### src/rtl/sudoku_pkg.sv
// Shared types and constants for the sudoku grid solver control path.
// Holds the solve FSM encoding, 7-segment glyphs (active-low, gfedcba) and clock rate.
package sudoku_pkg;

  typedef enum logic [1:0] {
    IDLE  = 2'd0,
    START = 2'd1,
    WAIT  = 2'd2,
    DONE  = 2'd3
  } solve_state_t;

  localparam logic [6:0] SEG_DASH = 7'b0111111;
  localparam logic [6:0] SEG_S    = 7'b0010010;
  localparam logic [6:0] SEG_F    = 7'b0001110;

  localparam int CLK_HZ = 50_000_000;

endpackage

### src/rtl/key_debounce.sv
// Push-button conditioner: 2-flop synchronizer, stability counter, one-cycle press event.
// o_press is high in the cycle before the debounced level falls; the level moves at the next edge.
module key_debounce #(
  parameter int DEBOUNCE_CYCLES = 1_000_000
) (
  input  logic i_clock,
  input  logic i_reset_n,
  input  logic i_key_n,
  output logic o_press
);

  localparam int CW = (DEBOUNCE_CYCLES > 1) ? $clog2(DEBOUNCE_CYCLES) : 1;
  localparam logic [CW-1:0] LAST = CW'(DEBOUNCE_CYCLES - 1);

  logic          r_sync1;
  logic          r_sync2;
  logic          r_level;
  logic [CW-1:0] r_cnt;
  logic          w_settled;

  // The Nth consecutive differing sample is the current one, so the level flips on this edge.
  assign w_settled = (r_sync2 != r_level) && (r_cnt == LAST);
  assign o_press   = w_settled && r_level;

  always_ff @(posedge i_clock) begin
    if (!i_reset_n) begin
      r_sync1 <= 1'b1;
      r_sync2 <= 1'b1;
      r_level <= 1'b1;
      r_cnt   <= '0;
    end else begin
      r_sync1 <= i_key_n;
      r_sync2 <= r_sync1;
      if (r_sync2 == r_level) begin
        r_cnt <= '0;
      end else if (w_settled) begin
        r_level <= r_sync2;
        r_cnt   <= '0;
      end else begin
        r_cnt <= r_cnt + CW'(1);
      end
    end
  end

endmodule

### src/rtl/solve_ctrl.sv
// Initiator of the grid solver start/done handshake: debounced key -> start pulse -> wait for done.
// Timeout exit from WAIT exists only when SOLVE_CTRL_TIMEOUT_EN is defined.
module solve_ctrl
  import sudoku_pkg::*;
#(
  parameter int DEBOUNCE_CYCLES = CLK_HZ / 50,
  parameter int TIMEOUT_CYCLES  = CLK_HZ * 10,
  parameter int CYCLE_CNT_W     = 32
) (
  input  logic                   clock,
  input  logic                   reset,
  input  logic                   start_key,
  output logic                   grid_start,
  input  logic                   grid_done,
  input  logic                   grid_success,
  output logic                   busy,
  output logic                   result_valid,
  output logic                   result_success,
  output logic                   timed_out,
  output logic [CYCLE_CNT_W-1:0] elapsed,
  output logic [6:0]             hex_status
);

  if (DEBOUNCE_CYCLES < 1 || TIMEOUT_CYCLES < 1 || CYCLE_CNT_W < 1) begin : g_bad_params
    $error("solve_ctrl: DEBOUNCE_CYCLES, TIMEOUT_CYCLES and CYCLE_CNT_W must be positive");
  end

  solve_state_t           r_state;
  solve_state_t           w_next;
  logic                   r_grid_start;
  logic                   r_success;
  logic                   r_timed_out;
  logic [CYCLE_CNT_W-1:0] r_elapsed;
  logic [CYCLE_CNT_W-1:0] w_elapsed_inc;
  logic                   w_press;
  logic                   w_timeout;

  key_debounce #(
    .DEBOUNCE_CYCLES(DEBOUNCE_CYCLES)
  ) u_key (
    .i_clock  (clock),
    .i_reset_n(reset),
    .i_key_n  (start_key),
    .o_press  (w_press)
  );

`ifdef SOLVE_CTRL_TIMEOUT_EN
  localparam logic [CYCLE_CNT_W-1:0] TIMEOUT_LAST = CYCLE_CNT_W'(TIMEOUT_CYCLES - 1);
  assign w_timeout = (r_elapsed == TIMEOUT_LAST);
`else
  assign w_timeout = 1'b0;
`endif

  assign w_elapsed_inc = (&r_elapsed) ? r_elapsed : r_elapsed + CYCLE_CNT_W'(1);

  always_comb begin
    w_next = r_state;
    case (r_state)
      IDLE:    if (w_press) w_next = START;
      START:   w_next = WAIT;
      WAIT:    if (grid_done || w_timeout) w_next = DONE;
      DONE:    if (w_press) w_next = START;
      default: w_next = IDLE;
    endcase
  end

  always_ff @(posedge clock) begin
    if (!reset) begin
      r_state      <= IDLE;
      r_grid_start <= 1'b0;
      r_success    <= 1'b0;
      r_timed_out  <= 1'b0;
      r_elapsed    <= '0;
    end else begin
      r_state      <= w_next;
      r_grid_start <= (w_next == START);
      if (w_next == START) begin
        r_elapsed <= '0;
      end else if (r_state == WAIT) begin
        // grid_done has priority; a timeout exit freezes elapsed at its final value
        if (grid_done) begin
          r_success   <= grid_success;
          r_timed_out <= 1'b0;
          r_elapsed   <= w_elapsed_inc;
        end else if (w_timeout) begin
          r_success   <= 1'b0;
          r_timed_out <= 1'b1;
        end else begin
          r_elapsed <= w_elapsed_inc;
        end
      end
    end
  end

  always_comb begin
    busy         = 1'b0;
    result_valid = 1'b0;
    hex_status   = SEG_DASH;
    case (r_state)
      START, WAIT: busy = 1'b1;
      DONE: begin
        result_valid = 1'b1;
        hex_status   = r_success ? SEG_S : SEG_F;
      end
      default: ;
    endcase
  end

  assign grid_start     = r_grid_start;
  assign result_success = r_success;
  assign timed_out      = r_timed_out;
  assign elapsed        = r_elapsed;

endmodule

### config.mk
export PLATFORM = sky130hd
export DESIGN_NAME = solve_ctrl
export DESIGN_NICKNAME = d
export VERILOG_FILES = /design/src/rtl/sudoku_pkg.sv /design/src/rtl/key_debounce.sv /design/src/rtl/solve_ctrl.sv
export SDC_FILE = /design/constraint.sdc
export NUM_CORES = 1
export LEC_CHECK = 0
export CORE_MARGIN = 5
export CORE_UTILIZATION = 55
export CTS_CLUSTER_SIZE = 20
export DETAILED_ROUTE_END_ITERATION = 10
export PLACE_DENSITY = 0.91
export SETUP_SLACK_MARGIN = 0.3
export SKIP_LAST_GASP = 1
export SLEW_MARGIN = 20
export SYNTH_ARGS = -nofsm -noshare
export SYNTH_HDL_FRONTEND = slang
export SYNTH_SLANG_ARGS = --single-unit
### constraint.sdc
create_clock -name clock -period 4.1 [get_ports clock]
set_clock_uncertainty 0.2 [all_clocks]
set_input_delay 0.41 -clock clock [delete_from_list [all_inputs] [get_ports clock]]
set_output_delay 0.41 -clock clock [all_outputs]
set_load 0.03 [all_outputs]
==> reports/qor.csv <==
metric,value,unit
post_cts_buffers,0,
synth_area_leaders,"dfxtp_1, xor2_1, nor2_1",
worstPathRequired,4.13,ns
syn2layout_area_growth,22.9,%
grt_max_degree,31,
gp_congestion,0.855,
cts_resized,0,
p_seq_share,44.2,%
leakagePower,1.16,nW
rsz0062_at_grt,false,
maxCapViolations,0,
utilization,70.0,%
dp_slack,1.17,ns
stdcell_count,467,
rows,26,
drtAntennaViolNets,0,
cts_sinks,59,
worst_slew_pin_slew,0.943,ns
die_h,82.7,um
clock_path_buffers,2,
status,"complete, no violations",
p_total,1.37,mW
drc,0,
yosysWarningCount,0,
criticalPathCategory,flop to flop,
fmax,0.337,GHz
diodes,0,
hpwl,4.87,mm
critPathSlowestCell,a21o_1,
finalSetupTns,0,ns
postCtsHoldBufs,0,
placedCellCount,451,
worst-path-max-fanout,30,
switchingPower,402,uW
viasPerCell,5.84,
finalNetCount,402,
grt-ovfl-total,0,
worstHoldStart,u_key.r_sync1$_SDFF_PN1_,
numPortBuffers,45,
finalCriticalPeriod,2.96,ns
ys_ff_latch,59,
cp-end-kind,flop,
arrival,3.00,ns
setup_violations,0,
syn-cell-area,2910,um^2
peakVddDrop,0.000268,V
track_usage,20.8,%
maxSlewViolCount,0,
switching_share,29.3,%
start_util,56.9,%
p_int,972,uW
timing.rr.start,r_state[0]$_SDFF_PN0_,
drive_gt1_share,5.29,%
cp-start-kind,flop,
powerDensity,385,nW/um^2
setup_slack,1.14,ns
hp-class,flop to flop,
comb_power_share,17.8,%
r2r-end,elapsed[17]$_SDFFE_PP0P_,
fin_crit_sh,72.3,%
dr.pass1.iters,4,
r2r_slack,1.14,ns
numCtsBuffers,9,
slew-limit-headroom,37.2,%
wire_per_inst,14.6,um
grt_pass1_vias,2518,
io-pin-count,49,
fp.dieArea,6840,um^2
hold_end,u_key.r_sync2$_SDFF_PN1_,
synth_cell_types,43,
finalHoldViolCount,0,
synthCells,350,
cts.reportedPaths.clkPinSlew,0.07,ns
cpPeakStageDelay,0.76,ns
yosysTopAreaCell,dfxtp_1,
cts_tree,built,
first_iter_violations,318,
syn_avg_cell_area,8.30,um^2
h-tree-depth,3,
clock_power_share,38.0,%
seq_area_frac_synth,40.6,%
antenna_found_initial,0,
fp.coreArea,5110,um^2
finalWirelength,6.82,mm
crit_path_cell_trace,inv_1 -> ha_1 -> or2_2 -> o41ai_1 -> a21o_1 -> or4_1 -> nand2_1,
worstRegToRegCells,7,
clock_latency,0.34,ns
synth.top_cell.area_share,40.6,%
vias,2725,
clockRootBuffer,clkbuf_8,
min_path_cells,1,
grt_pass1_wl,11.1,mm
die_w,82.7,um
state kept, by name, indices dropped and copies added (netlist names):
register,flops
elapsed,32
grid_start,1
r_state,2
u_key.r_sync2,1
result_success,1
u_key.r_level,1
u_key.r_sync1,1
u_key.r_cnt,20
Yosys cell counts (all sizes together):
| cell type | count |
|---|---|
| dfxtp | 59 |
| nor2 | 34 |
| nand2 | 26 |
| nand3 | 24 |
| a21oi | 21 |
| o21ai | 16 |
| or4 | 15 |
| xor2 | 15 |
| nand4 | 14 |
| or3 | 14 |
| inv | 12 |
| xnor2 | 11 |
| clkbuf | 9 |
| nor3 | 9 |
| o31ai | 8 |
| buf | 7 |
| nor4 | 7 |
| and4 | 6 |
| o211ai | 6 |
| and3 | 5 |
| ha | 5 |
| and2 | 4 |
| or2 | 4 |
| nand2b | 3 |
| conb | 2 |
| a21boi | 1 |
| a21o | 1 |
| a41o | 1 |
| and3b | 1 |
| nand3b | 1 |
| nand4bb | 1 |
| nor3b | 1 |
| nor4bb | 1 |
| o21a | 1 |
| o21bai | 1 |
| o311ai | 1 |
| o31a | 1 |
| o41ai | 1 |
| or4b | 1 |
metrics by stage:
| stage | area (um^2) | hold slack, ns |
|---|---|---|
| final | 3570 | 0.207 |
| after global routing | 3570 | 0.240 |
| after CTS | 3570 | 0.210 |
| after detailed placement | 3370 | 0.193 |
| after global placement | 3370 | 0.190 |
| after floorplan | 2910 | 0.186 |
layer usage:
layer | global-route usage (%) | vias to the layer above | routed length, um
met1 | 24.7 | 1258 | 2900
met5 | 0 | - | 0
li1 | - | 1355 | -
met2 | 35.6 | 98 | 3390
met4 | 9.31 | 0 | 129
met3 | 4.66 | 14 | 406
worst max-delay path by stage:
stage | start | endpoint | slack [ns]
2_1_floorplan | elapsed[4]$_SDFFE_PP0P_ | elapsed[31]$_SDFFE_PP0P_ | 1.55
3_3_place_gp | r_state[0]$_SDFF_PN0_ | elapsed[17]$_SDFFE_PP0P_ | 1.32
3_5_place_dp | r_state[0]$_SDFF_PN0_ | elapsed[5]$_SDFFE_PP0P_ | 1.17
4_1_cts | r_state[0]$_SDFF_PN0_ | elapsed[17]$_SDFFE_PP0P_ | 1.14
5_1_grt | r_state[0]$_SDFF_PN0_ | elapsed[5]$_SDFFE_PP0P_ | 0.95
6_report | r_state[0]$_SDFF_PN0_ | elapsed[17]$_SDFFE_PP0P_ | 1.14
kinds of logic after synthesis:
| family | share of synthesized area [%] |
|---|---|
| and+or+nand+nor | 32.5 |
| DFF | 40.6 |
| adders and majority gates | 2.15 |
| AOI/OAI and AO/OA | 12.3 |
| other | 0.258 |
| xor gates and xnor gates | 7.83 |
| buffers and inverters | 4.35 |
cell usage in the layout (no fill, tap or decap), types with 10 or more instances in the layout:
cell             Yosys  layout
nand3_1             24      24
nor2_1              34      34
clkdlybuf4s50_1      0      45
o21ai_0             14      14
xnor2_1             11      11
a21oi_1             21      21
nand2_1             26      26
clkbuf_8             0      10
xor2_1              15      15
dfxtp_1             59      59
nand4_1             13      13
inv_1               12      12
or3_1               14      14
or4_1               15      15
worst max-delay path: cells and delay by family, from the launching register on:
family	cells	cell delay, ns
DFF	1	0.39
AOI/OAI and AO/OA	2	1.19
adders and majority gates	1	0.34
and+or+nand+nor	3	0.66
buffers and inverters	1	0.06
final cells by class:
| cell class | count | area [um^2] |
|---|---|---|
| Clock buffer | 11 | 141 |
| Clock inverter | 5 | 52.6 |
| Fill cell | 410 | 1530 |
| Inverter | 12 | 45.0 |
| Multi-Input combinational cell | 264 | 1610 |
| Sequential cell | 59 | 1180 |
| Tap cell | 70 | 87.6 |
| Timing Repair Buffer | 46 | 458 |
power groups by stage:
| stage | combinational [mW] | sequential [mW] | clock (mW) |
|---|---|---|---|
| after global routing | 0.268 | 0.610 | 0.550 |
| after detailed placement | 0.243 | 0.620 | 0 |
| after CTS | 0.243 | 0.607 | 0.524 |
| final | 0.244 | 0.608 | 0.522 |
| after global placement | 0.234 | 0.618 | 0 |
| after floorplan | 0.159 | 0.633 | 0 |
No activity file was read; power rests on OpenSTA's default activity.
